### config.mk
export PLATFORM = sky130hd
export DESIGN_NAME = imm_splitter_flat
export DESIGN_NICKNAME = d
export VERILOG_FILES = /design/src/rtl/imm_splitter_pkg.sv /design/src/rtl/imm_splitter_if.sv /design/src/rtl/imm_splitter_fit_check.sv /design/src/rtl/imm_splitter.sv /design/src/flat_wrapper.sv
export SDC_FILE = /design/constraint.sdc
export NUM_CORES = 1
export LEC_CHECK = 0
export BUFFER_PORTS_ARGS = -buffer_cell sky130_fd_sc_hd__buf_2
export CAP_MARGIN = 10
export CORE_ASPECT_RATIO = 1.75
export CORE_MARGIN = 4
export CORE_UTILIZATION = 37
export DETAILED_ROUTE_END_ITERATION = 8
export PLACE_DENSITY = 0.56
export SKIP_LAST_GASP = 1
export SLEW_MARGIN = 20
export SYNTH_ARGS = -nofsm -noshare
export SYNTH_HDL_FRONTEND = slang
export SYNTH_SLANG_ARGS = --single-unit
### constraint.sdc
create_clock -name clk -period 1.8 [get_ports clk]
set_input_delay 0.18 -clock clk [delete_from_list [all_inputs] [get_ports clk]]
set_output_delay 0.18 -clock clk [all_outputs]
set_load 0.01 [all_outputs]
### src/rtl/imm_splitter_pkg.sv
// rtl/imm_splitter_pkg.sv - shared types and constants for the immediate splitter
package imm_pkg;

   typedef enum logic [1:0] {
      IDLE = 2'd0,
      ONE  = 2'd1,
      HI   = 2'd2,
      LO   = 2'd3
   } imm_state_e;

   localparam int IMM_W  = 8;
   localparam int DATA_W = 16;

   localparam logic [IMM_W-1:0] SAT_POS = 8'h7F;
   localparam logic [IMM_W-1:0] SAT_NEG = 8'h80;

endpackage

### src/rtl/imm_splitter_if.sv
// rtl/imm_splitter_if.sv - input value and output beat handshake bundle
interface imm_splitter_if;
   import imm_pkg::*;

   logic              in_valid;
   logic [DATA_W-1:0] in_16b;
   logic              in_ready;
   logic              out_valid;
   logic              out_ready;
   logic [IMM_W-1:0]  out_8b;
   logic              out_last;
   logic              out_fits;

   modport slave (
      input  in_valid, in_16b, out_ready,
      output in_ready, out_valid, out_8b, out_last, out_fits
   );

   modport master (
      output in_valid, in_16b, out_ready,
      input  in_ready, out_valid, out_8b, out_last, out_fits
   );

endinterface

### src/rtl/imm_splitter_fit_check.sv
// rtl/imm_splitter_fit_check.sv - combinational 8-bit immediate fit test and clamp value
module imm_fit_check
   import imm_pkg::*;
(
   input  logic [DATA_W-1:0] data_i,
   output logic              fits_o,
   output logic [IMM_W-1:0]  sat_o
);

   logic [DATA_W-IMM_W:0] top_bits;

   // Bits above the immediate's sign bit must all copy it.
   assign top_bits = data_i[DATA_W-1:IMM_W-1];
   assign fits_o   = (&top_bits) || (~|top_bits);
   assign sat_o    = data_i[DATA_W-1] ? SAT_NEG : SAT_POS;

endmodule

### src/rtl/imm_splitter.sv
// rtl/imm_splitter.sv - narrows 16-bit values into one or two 8-bit immediate beats
// IMM_SPLITTER_SATURATE_EN: clamp non-fitting values to a single beat instead of splitting.
module imm_splitter
   import imm_pkg::*;
#(
   parameter int CNT_W = 8
) (
   input  logic             clk,
   input  logic             rst_n,
   imm_splitter_if.slave    io,
   output logic [CNT_W-1:0] ovf_cnt
);

   imm_state_e        state_q, state_d;
   logic [DATA_W-1:0] data_q, data_d;
   logic [IMM_W-1:0]  out_8b_q, out_8b_d;
   logic              out_last_q, out_last_d;
   logic              out_fits_q, out_fits_d;
   logic [CNT_W-1:0]  ovf_q, ovf_d;

   logic              in_fits;
   logic [IMM_W-1:0]  in_sat;
   logic              in_xfer;
   logic              out_xfer;

   imm_fit_check u_fit (
      .data_i (io.in_16b),
      .fits_o (in_fits),
      .sat_o  (in_sat)
   );

   assign io.out_valid = (state_q != IDLE);
   assign out_xfer     = io.out_valid && io.out_ready;
   // A consumed last beat frees the slot in the same cycle, so singles stream without bubbles.
   assign io.in_ready  = (state_q == IDLE) || (out_xfer && out_last_q);
   assign in_xfer      = io.in_valid && io.in_ready;

   assign io.out_8b    = out_8b_q;
   assign io.out_last  = out_last_q;
   assign io.out_fits  = out_fits_q;
   assign ovf_cnt      = ovf_q;

`ifdef IMM_SPLITTER_SATURATE_EN
   logic unused_held;
   assign unused_held = ^data_q;
`else
   logic unused_sat;
   assign unused_sat = ^in_sat;
`endif

   always_comb begin
      state_d    = state_q;
      data_d     = data_q;
      out_8b_d   = out_8b_q;
      out_last_d = out_last_q;
      out_fits_d = out_fits_q;
      ovf_d      = ovf_q;

      case (state_q)
         IDLE: ;
         HI: begin
            if (out_xfer) begin
               state_d    = LO;
               out_8b_d   = data_q[IMM_W-1:0];
               out_last_d = 1'b1;
               out_fits_d = 1'b0;
            end
         end
         ONE, LO: begin
            if (out_xfer) begin
               state_d = IDLE;
            end
         end
         default: state_d = IDLE;
      endcase

      // A new value only arrives in IDLE or alongside a last beat, so it overrides the above.
      if (in_xfer) begin
         data_d = io.in_16b;
         if (in_fits) begin
            state_d    = ONE;
            out_8b_d   = io.in_16b[IMM_W-1:0];
            out_last_d = 1'b1;
            out_fits_d = 1'b1;
         end else begin
`ifdef IMM_SPLITTER_SATURATE_EN
            state_d    = ONE;
            out_8b_d   = in_sat;
            out_last_d = 1'b1;
            out_fits_d = 1'b0;
`else
            state_d    = HI;
            out_8b_d   = io.in_16b[DATA_W-1:IMM_W];
            out_last_d = 1'b0;
            out_fits_d = 1'b0;
`endif
            if (ovf_q != '1) begin
               ovf_d = ovf_q + CNT_W'(1);
            end
         end
      end
   end

   always_ff @(posedge clk or negedge rst_n) begin
      if (!rst_n) begin
         state_q    <= IDLE;
         data_q     <= '0;
         out_8b_q   <= '0;
         out_last_q <= 1'b0;
         out_fits_q <= 1'b0;
         ovf_q      <= '0;
      end else begin
         state_q    <= state_d;
         data_q     <= data_d;
         out_8b_q   <= out_8b_d;
         out_last_q <= out_last_d;
         out_fits_q <= out_fits_d;
         ovf_q      <= ovf_d;
      end
   end

endmodule

### src/flat_wrapper.sv
// flat-port wrapper written by rule: the top's interface ports become plain ports
module imm_splitter_flat import imm_pkg::*;
#(
   parameter int CNT_W = 8
)
  (clk, rst_n, ovf_cnt, io_in_valid, io_in_16b, io_out_ready, io_in_ready, io_out_valid, io_out_8b, io_out_last, io_out_fits);
  imm_splitter_if io_i ();
  input  logic clk;
  input  logic rst_n;
  output logic [CNT_W-1:0] ovf_cnt;
  input wire logic [$bits(io_i.in_valid)-1:0] io_in_valid;
  input wire logic [$bits(io_i.in_16b)-1:0] io_in_16b;
  input wire logic [$bits(io_i.out_ready)-1:0] io_out_ready;
  output wire logic [$bits(io_i.in_ready)-1:0] io_in_ready;
  output wire logic [$bits(io_i.out_valid)-1:0] io_out_valid;
  output wire logic [$bits(io_i.out_8b)-1:0] io_out_8b;
  output wire logic [$bits(io_i.out_last)-1:0] io_out_last;
  output wire logic [$bits(io_i.out_fits)-1:0] io_out_fits;
  assign io_i.in_valid = io_in_valid;
  assign io_i.in_16b = io_in_16b;
  assign io_i.out_ready = io_out_ready;
  assign io_in_ready = io_i.in_ready;
  assign io_out_valid = io_i.out_valid;
  assign io_out_8b = io_i.out_8b;
  assign io_out_last = io_i.out_last;
  assign io_out_fits = io_i.out_fits;
  imm_splitter #(.CNT_W(CNT_W)) u_core (.clk(clk), .rst_n(rst_n), .io(io_i), .ovf_cnt(ovf_cnt));
endmodule
== After elaboration in Yosys (flattened, before gate mapping) ==
Index checks and enable logic that the tools add are counted.
W data, S select, Z words.
Storage, ports and cells
  register bits: 28
  input bits: 20
  output and inout port bits: 20
  word-level logic and storage cells: 47
Cells by class
  $add $sub $neg: 1
  equality and inequality tests: 6
  mux-type cells: 16
  bitwise operators: 1
  reduce and logical (&&, ||, !) cells: 17
Operators with widths (number)
  $mux W8: 4
  $reduce_and A9 Y1: 1
  $reduce_or A9 Y1: 1
  $add A8 B1 Y8 const B: 1
  $mux W2: 4
  $ne A8 B8 Y1 const B: 1
  $mux W1: 7
  $ne A3 B1 Y1 const B: 2
  $reduce_and A3 Y1: 2
  $reduce_bool A2 Y1: 3
  $eq A2 B2 Y1 const B: 2
  $pmux W2 S2: 1
  $logic_and A1 B1 Y1: 3
  $reduce_bool A3 Y1: 1
  $eq A2 B1 Y1 const B: 1
  $logic_not A2 Y1: 1
  $logic_or A1 B1 Y1: 2
  $reduce_and A2 Y1: 1
  $reduce_or A2 Y1: 1
  $logic_not A1 Y1: 1
  $not A1 Y1: 1

== Depth between registers and ports, before layout ==
Gate-level depths: netlist of the first run.
  depth after elaboration: 7
  depth in mapped cells: 6
  depth with buffers taken out: 6

== By module ==
A second synthesis of the first run with hierarchy kept.
Unflattened totals
  cells, all modules: 151
  area, all modules: 1527.7 um2
By module, submodules not included
  imm_splitter: times used 1, cells an instance 135, area each 1428.9 um2, sequential area each 700.7 um2
  imm_fit_check: times used 1, cells an instance 16, area each 98.8 um2, sequential area each 0.0 um2

== Least setup slack after synthesis of the first run ==
OpenSTA, ideal clock, no wires.
  path kind: register -> register
  start: reg u_core.ovf_q[0], in the netlist u_core.ovf_cnt[0]
  end: reg u_core.ovf_q[1], in the netlist u_core.ovf_cnt[1]
  setup time: 0.128 ns
  data arrival time: 1.476 ns
  required time: 1.672 ns
  path slack: 0.196 ns
  cell stages (with the launch flop): 7
  path buffers: 0
  clock period less this slack: 1.604 ns
  cells stage by stage: dfrtp_1 > ha_1 > and3_1 > nand3_1 > nand2_1 > nor2_1 > mux2_1
Between the ends
  word-level cells in the longest chain between the ends: 2
  elaborated cells on any way between the ends: 3
  classes of those cells: 1 x add/sub; 1 x eq/ne; 1 x reduce/logical
RTL lines
  start: declaration: RTL line imm_splitter.sv:19  | logic [CNT_W-1:0] ovf_q, ovf_d;
  start signal: assignment: RTL line imm_splitter.sv:118  | ovf_q <= ovf_d;
  branches (longest 2 deep; another with $add A8 B1 Y8)
Parallel ways; which one is timed is not known.
A chain may end at the register's enable or synchronous reset.

== Worst setup path in the final report of the first run ==
Same ends and word-level chain as after synthesis.

==> metrics, run 1 <==
CP required between 1.5 and 2 ns; die extent in x roughly 55 µm; Worst Hold Slack between 0.1 and 0.15 ns; gr ovfl total 0; Finished Cell Area approximately 1800 µm²; Worst Reg-to-Reg Cells 6; DR DRC count 0; Post-CTS Setup Inserts 0; NumNets Final around 220; DP Area about 1700 µm²; worst clock skew 0.002065 ns; largest net degree at the start of global routing 29; core area around 3700 µm²; io pins 40; commonest non-fill, non-tap cell in the layout buf_2; first-pass GRT wire length between 6 and 7 mm; Net Count, Synth 176; Startpoint Class flop; Crit Path Max Fanout 5; ANT nets after route 0; unrepaired setup endpoints after global routing no; Peak Freq 598.6 MHz; Avg Cell Area, Syn ~9 µm²; Layout area overhead 22.70%; Max Cap Viol 0; Setup violations, final 0; Reg clk slew, reported paths 0.09 ns; die area about 5000 µm²; Clock Sink Count 28; critical path depth in cells 6; I/O Buffers 39; gr usage total roughly 16%; n_diodes 0; Yosys cell types 33; CTS tree yes; starting DRC count in detailed routing 20; Avg WL per Cell 15.49 µm; DP HPWL 2.981 mm; #FFs+latches synth 28; pins over their slew limit 0; Placed Cells between 200 and 250; family with the most delay on the worst path simple AND/OR/NAND/NOR gates; Final WS setup roughly 0.13 ns; Filler Cell Count 376; Post-Synthesis Cells around 160; synth top area cells dfrtp_1 49%, nand2_1 9.2%, nor2_1 3.9%; minimum clock period after layout 1.671 ns; outcome complete, no violations; Clock Path Buffers 2; root buf cell clkbuf_8; Worst Setup End Kind flop; synthesized area 1428 µm²; initial core utilization about 40%; WS Path Type flop to flop; pre-CTS setup slack between 0.1 and 0.15 ns; total number of yosys warnings 0; CP Buf/Inv Count 0; final std cells w/o fill 245; detailed-route via count ~1300; Slew HR 56.68%; number of global-route vias before repair between 1000 and 1500; initial antenna violation count 0; crit-path cells ha_1 > and3_1 > nand3_1 > nand2_1 > nor2_2 > mux2_1; leading area contributor after synthesis dfrtp_1; vias per inst between 5 and 6; setup TNS 0 ns; top-area cell type share of the netlist area 49.08%; drt total wl ~3.8 mm; Rows 29; global placement routability congestion between 0.7 and 0.8; Worst Hold Class input pin to flop; sequential area share after synthesis around half; hold path cells 3; die height 90.17 µm; PwrDens 1536 nW/µm²; Reg2Reg Setup Slack ~0.13 ns; total power 2.690 mW; final hold violation count 0; most frequent cells in the layout 39 x buf_2, 35 x nand2_1, 27 x dfrtp_1; TritonCTS buffer count 3; Max stage delay on crit path roughly 0.44 ns; Util after Layout a little under half; Period Utilization, post-route between 90 and 100%; share of cells above drive strength 1 slightly below 30%; Worst-Margin Slew between 0.6 and 0.7 ns; cell leakage power roughly 0.86 nW; drt pass-1 iters 5; htree depth 1; CP arrival between 1.5 and 2 ns; clk_lat worst skew between 0.2 and 0.3 ns; Worst path slowest cell dfrtp_2; VDD IR max approximately 0.00076 V
[state kept, by name (all words and copies together), names as in the netlist]
name / cells
u_core.state_q: 2
u_core.ovf_cnt: 8
u_core.io.out_8b: 8
u_core.io.out_fits: 1
u_core.data_q: 8
u_core.io.out_last: 1
[Yosys cell counts]
cell / instances
buf_4: 1
a41oi_2: 1
inv_1: 3
a21oi_1: 8
o211ai_1: 1
a21o_1: 2
nand2b_1: 1
ha_1: 1
clkbuf_1: 2
a221oi_1: 5
o22ai_1: 5
dfrtp_1: 28
a31o_2: 1
a2111oi_2: 1
buf_6: 1
or2_2: 1
nor4_1: 2
mux2_1: 3
mux2i_1: 2
o21ai_0: 8
nand3_2: 1
o21ai_4: 1
nor3_1: 3
xor2_1: 4
nand3_1: 8
and4_1: 3
nand2_1: 35
and3_1: 2
o2bb2ai_1: 1
buf_2: 2
nor2_1: 15
nor2_2: 1
and2_1: 2
[repair_timing]
item                       in CTS  in global routing
resized for setup               0                  2
setup endpoints to repair       0                  1
hold endpoints to repair       28                  0
hold buffers                    1                  0
[cell families after synthesis]
group,count (synthesis),share of synthesized area (%)
compound gates,34,17.00
fa+ha+maj,1,0.8763
mux,5,3.769
simple gates,74,23.49
xor+xnor,4,2.454
flops,28,49.08
buf+inv,9,3.331
[worst paths after layout]
path / start / to
setup / recovery: u_core.ovf_cnt[0] / u_core.ovf_cnt[1]
hold / removal: io_in_16b[0] / u_core.data_q[0]
setup reg to reg: u_core.ovf_cnt[0] / u_core.ovf_cnt[1]
hold reg to reg: u_core.data_q[3] / u_core.data_q[3]
max in group asynchronous: rst_n / u_core.ovf_cnt[0]
min in group asynchronous: rst_n / u_core.io.out_8b[4]
[worst min-delay path: stages]
cell,delay [ns]
buf_2,0.09
nand2_1,0.04
nand2_1,0.05
[final cells by class]
cell class / instances / area (µm²) / area share [%]
inverter: 3 / 11.26 / 0.6429
sequential: 28 / 701.9 / 40.07
timing repair buffer: 47 / 257.7 / 14.71
multi-input combinational: 118 / 681.9 / 38.93
clock buffer: 3 / 41.29 / 2.357
tap: 46 / 57.56 / 3.286
[report_power, final]
group | internal [mW] | switching (mW)
combinational | 0.538 | 0.702
clock | 0.150 | 0.179
sequential | 0.912 | 0.209
[per-layer routing]
metal	part of all wire, %	track usage (%)	wire (µm)
met4	2.4	6.897	92
met3	5.8	2.649	222
met1	37	19.03	1415
met5	0	0	0
met2	54	28.06	2066
(Power assumes the default switching activity.)
==> run 2, diff against run 1 <==
- ABC_AREA: not set -> 1
- PLACE_DENSITY: 0.56 -> 0.55
==> run 2 against run 1 <==
  * Utilization shrank 1.7 points
  * Critical path depth is 4 higher
  * Final cell count up 17%
  * Fmax increased by 9.5%
  * Clock skew grew 0.00073 ns
  * Register-to-register slack better by 0.14 ns
  * Design area rose by 4.7%
==> metrics, run 2 <==
share of cells above drive strength 1 approximately 25%; setup TNS 0 ns; total number of yosys warnings 0; clk_lat worst skew 0.27 ns; vias per inst around 4.6; WS Path Type flop to flop; Worst path slowest cell dfrtp_1; synthesized area roughly 1600 µm²; Worst Hold Class input pin to flop; # hold bufs at CTS 1; Post-synth EDFFs 0; NumNets Final 261; Worst-Margin Slew around 0.63 ns; worst clock skew approximately 0.0028 ns; Placed Cells 282; CTS-repair resized insts 0; Clock Path Buffers 2; VDD IR max 0.0005638 V; leading area contributor after synthesis dfrtp_1; Worst Setup End Kind flop; Avg Cell Area, Syn roughly 7.9 µm²; Rows 30; P_sw ~1.1 mW; die extent in x between 50 and 60 µm; Yosys cell types 29; htree depth 1; Period Utilization, post-route approximately 85%; sw frac a little over two fifths; TritonCTS buffer count 3; outcome complete, no violations; starting DRC count in detailed routing 24; synth top area cells dfrtp_1 45%, nand2_1 13%, nor2_1 8.5%; Startpoint Class flop; PwrDens between 1000 and 1500 nW/µm²; cell leakage power 1.002 nW; io pins 40; detailed-route via count approximately 1300; DR DRC count 0; Filler Cell Count roughly 440; drt pass-1 iters 4; commonest cells in the netlist 55 x nand2_1, 35 x nor2_1, 28 x dfrtp_1; Clock Sink Count 28; Post-Synthesis Cells between 150 and 200; largest net degree at the start of global routing 29; Layout area overhead 18.32%; gr ovfl total 0; Synth async-reset ratio 100.0%; ANT nets after route 0; Peak Freq ~660 MHz; top-area cell type share of the netlist area between 40% and 50%; n_diodes 0; most frequent cells in the layout 55 x nand2_1, 39 x buf_2, 35 x nor2_1; combinational power share between 40 and 50%; #FFs+latches synth 28; Post-CTS Setup Inserts 0; commonest non-fill, non-tap cell in the layout nand2_1; Avg WL per Cell around 12 µm; drt total wl between 3 and 4 mm; CP required slightly below 2 ns; Clock Power Share about an eighth; initial antenna violation count 0; crit-path cells inv_4 > nand2_4 > nand2_4 > nand2_8 > clkinv_8 > nand3_4 > inv_4 > nand2_2 > nand2_1 > nand2_1; Reg clk slew, reported paths 0.09 ns; I/O Buffers 39; Setup violations, final 0; Max Cap Viol 0; DP HPWL 2.752 mm; core area between 3000 and 4000 µm²; final hold violation count 0; sequential area share after synthesis roughly 45%; gr usage total 14.90%; Reg2Reg Setup Slack roughly 0.27 ns; Max stage delay on crit path roughly 0.4 ns; global placement routability congestion about 0.77; final std cells w/o fill about 290; root buf cell clkbuf_8; first-pass GRT wire length ~6.3 mm; unrepaired setup endpoints after global routing no; Slew HR roughly 58%; pins over their slew limit 0; CTS tree yes; Net Count, Synth 218; Worst Hold Slack 0.1429 ns; Crit Path Max Fanout 28; number of global-route vias before repair 1462; die area 5330 µm²; top-count cell post-synth nand2_1; CP arrival ~1.7 ns; initial core utilization just under 40%; die height roughly 94 µm; Reg power frac 41.2%; ys flop type dfrtp_1; Internal Pwr Total approximately 1.5 mW; minimum clock period after layout ~1.5 ns
-- run 2: critical path, delay by kind of cell, from the launching register on --
kind | cells | cell delay, ns
buffers and inverters | 3 | 0.33
DFF | 1 | 0.41
and+or+nand+nor | 7 | 0.68
-- run 2: path summary, 6_finish.rpt --
check | startpoint | to | depth (start not counted)
max reg2reg | u_core.state_q[0] | u_core.ovf_cnt[7] | 10
min reg2reg | u_core.data_q[2] | u_core.data_q[2] | 2
min in group asynchronous | rst_n | u_core.ovf_cnt[1] | 2
min | io_in_16b[6] | u_core.data_q[6] | 3
max | u_core.state_q[0] | u_core.ovf_cnt[7] | 10
max in group asynchronous | rst_n | u_core.io.out_fits | 2
-- run 2: power groups by stage --
stage | Combinational, mW | Sequential (mW) | Clock (mW)
after global routing | 1.37 | 1.11 | 0.378
after CTS | 1.21 | 1.06 | 0.351
after global placement | 1.20 | 1.08 | 0
final | 1.18 | 1.06 | 0.335
after detailed placement | 1.21 | 1.07 | 0
after floorplan | 0.790 | 1.12 | 0
-- run 2: cell families (layout without fill, tap and decap cells) --
family                     after synthesis  in the layout  share of synthesized area [%]
buffers and inverters                   26             67                          8.635
AOI/OAI and AO/OA                       18             18                          6.538
and+or+nand+nor                        118            118                          35.43
xor gates and xnor gates                 6              6                          3.390
DFF                                     28             28                          45.20
adders and majority gates                1              1                         0.8070
-- run 2: stage by stage --
stage	area, µm²	utilization [%]	worst slack, ns	power, mW
2_1_floorplan	1550	-	0.4467	1.911
3_3_place_gp	1783	44.81	0.2913	2.273
3_5_place_dp	1783	44.81	0.2755	2.283
4_1_cts	1834	46.10	0.2547	2.625
5_1_grt	1834	46.10	0.1128	2.857
6_report	1834	46.10	0.2739	2.575
-- run 2: final cells by class --
type	instances	area, µm²	area share, %
Clock buffer	3	41.29	2.251
Inverter	23	103.9	5.662
Multi-Input combinational cell	143	715.7	39.02
Sequential cell	28	700.7	38.20
Tap cell	48	60.06	3.274
Timing Repair Buffer	41	212.7	11.60
-- run 2: routing by layer --
metal	vias up	global-route usage, %	part of all wire (%)
met1	596	15.72	40
met5	-	0	0
met3	2	1.934	3.5
li1	693	-	-
met4	0	5.222	0.83
met2	25	29.01	56
==> run 3, diff against run 2 <==
- PLACE_DENSITY: 0.55 -> 0.57
- clock period: 1.8 -> 1.25 ns (I/O delays scaled with it)
==> run 3 against run 2 <==
  * The run now ends with negative setup slack left
  * Power grew 82%
  * Routed wire length grew 13%
  * Worst hold slack lost 0.053 ns
  * Critical path type is now flop to output pin
  * Largest cell class unchanged
==> metrics, run 3 (same netlist as run 2, synthesis figures left out) <==
met3 routed WL between 100 and 150 µm; Clock Sink Count 28; Slew HR 75.35%; Util after Layout about 56%; final hold violation count 0; cell leakage power approximately 1.2 nW; DR WL met2 ~2.2 mm; Period Utilization, post-route 107.4%; failing checks negative setup slack; Max Cap Viol 0; drt total wl 3.935 mm; PwrDens between 2000 and 2500 nW/µm²; drt pass-1 iters 3; combinational power share about 55%; Final WS setup -0.09289 ns; Setup violations, final 20; detailed-route via count ~1500; hold_sp io_in_16b[6]; n_diodes 0; htree depth 1; total power 4.699 mW; Internal Pwr Total roughly 2.9 mW; Reg clk slew, reported paths ~0.09 ns; pre-CTS setup slack -0.06849 ns; core area slightly below 4000 µm²; Worst-Margin Slew around 0.37 ns; Peak Freq 744.7 MHz; Avg WL per Cell between 10 and 15 µm; outcome finished, violations left; Clock Power Share around 12%; Worst Setup SP u_core.state_q[0]; Reg power frac between 30 and 40%; ANT nets after route 0; worst r2r src u_core.state_q[0]; VDD IR max between 0.001 and 0.0015 V; share of cells above drive strength 1 about two fifths; commonest non-fill, non-tap cell in the layout nand2_1; die area about 5300 µm²; NumNets Final slightly below 300; WS Path Type flop to output pin; global placement routability congestion approximately 0.78; number of global-route vias before repair 1450; final std cells w/o fill 320; DR DRC count 0; initial core utilization between 30 and 40%; CTS tree yes; die height approximately 94 µm; sw frac 39.03%; TritonCTS buffer count 3; Routed met1 length about 1.5 mm; Startpoint Class flop; Worst Setup End Kind output pin; unrepaired setup endpoints after global routing yes; starting DRC count in detailed routing 38; vias per inst about 4.6; root buf cell clkbuf_8; CP required ~1.1 ns; die extent in x approximately 57 µm; io pins 40; Worst Hold Class input pin to flop; gr ovfl total 0; minimum clock period after layout 1.343 ns; gr usage total between 15 and 20%; first-pass GRT wire length approximately 6.5 mm; clk_lat worst skew 0.28 ns; largest net degree at the start of global routing 29; DP HPWL about 2.9 mm; P_sw between 1.5 and 2 mW; Placed Cells 308; Layout area overhead 44.31%; CP arrival about 1.2 ns; initial antenna violation count 0; Crit Path Max Fanout 3; top sig layer met4; I/O Buffers 39; Clock Path Buffers 2; Rows 30; pins over their slew limit 0; worst clock skew 0.005539 ns; most frequent cells in the layout 52 x nand2_1, 38 x buf_2, 31 x nor2_1; setup TNS -1.005 ns
==> run 3: path summary, 6_finish.rpt <==
kind,to,slack [ns],depth (start not counted)
min in group asynchronous,u_core.ovf_cnt[2],0.37,3
worst max-delay path,io_in_ready,-0.09,6
worst min-delay path,u_core.data_q[6],0.09,3
worst max register to register,u_core.ovf_cnt[0],-0.08,10
max in group asynchronous,u_core.data_q[1],0.61,3
worst min register to register,u_core.data_q[2],0.49,2
==> run 3: worst max-delay path: stages (launching register included) <==
cell and delay (ns):
dfrtp_1 0.38, inv_4 0.06, nand2_4 0.07, nand2_4 0.07, buf_4 0.13, buf_4 0.12, buf_6 0.11
==> run 3: power groups by stage <==
stage                     Clock, mW  Sequential, mW  Combinational, mW
final                         0.571            1.52               2.60
after global routing          0.614            1.57               2.90
after CTS                     0.591            1.52               2.43
after detailed placement          0            1.51               2.29
after global placement            0            1.51               2.28
after floorplan                   0            1.62               1.19
==> run 3: layer usage <==
metal / vias up / GRT usage (%)
li1: 770 / -
met3: 8 / 1.519
met1: 674 / 16.42
met2: 29 / 29.48
met4: 0 / 6.963
met5: - / 0
==> run 3: repair_timing <==
action	4_1_cts	5_1_grt
resized for setup	10	13
setup endpoints to repair	19	20
pin swaps	11	9
endpoints found under the hold margin	28	0
gates cloned	1	0
hold buffers	1	0
buffers inserted	3	3
==> run 3: cell type report <==
cell class / instances / area (µm²)
inverter: 23 / 103.9
fill: 384 / 1742
sequential: 28 / 700.7
tap: 48 / 60.06
clock buffer: 4 / 55.05
multi-input combinational: 144 / 834.6
timing repair buffer: 73 / 483.0
==> run 3: through the flow <==
| step | hold WS, ns | area (µm²) |
|---|---|---|
| 2_1_floorplan | -0.1706 | 1579 |
| 3_3_place_gp | 0.1544 | 2016 |
| 3_5_place_dp | 0.1528 | 2016 |
| 4_1_cts | 0.08545 | 2162 |
| 5_1_grt | 0.1017 | 2237 |
| 6_report | 0.09033 | 2237 |
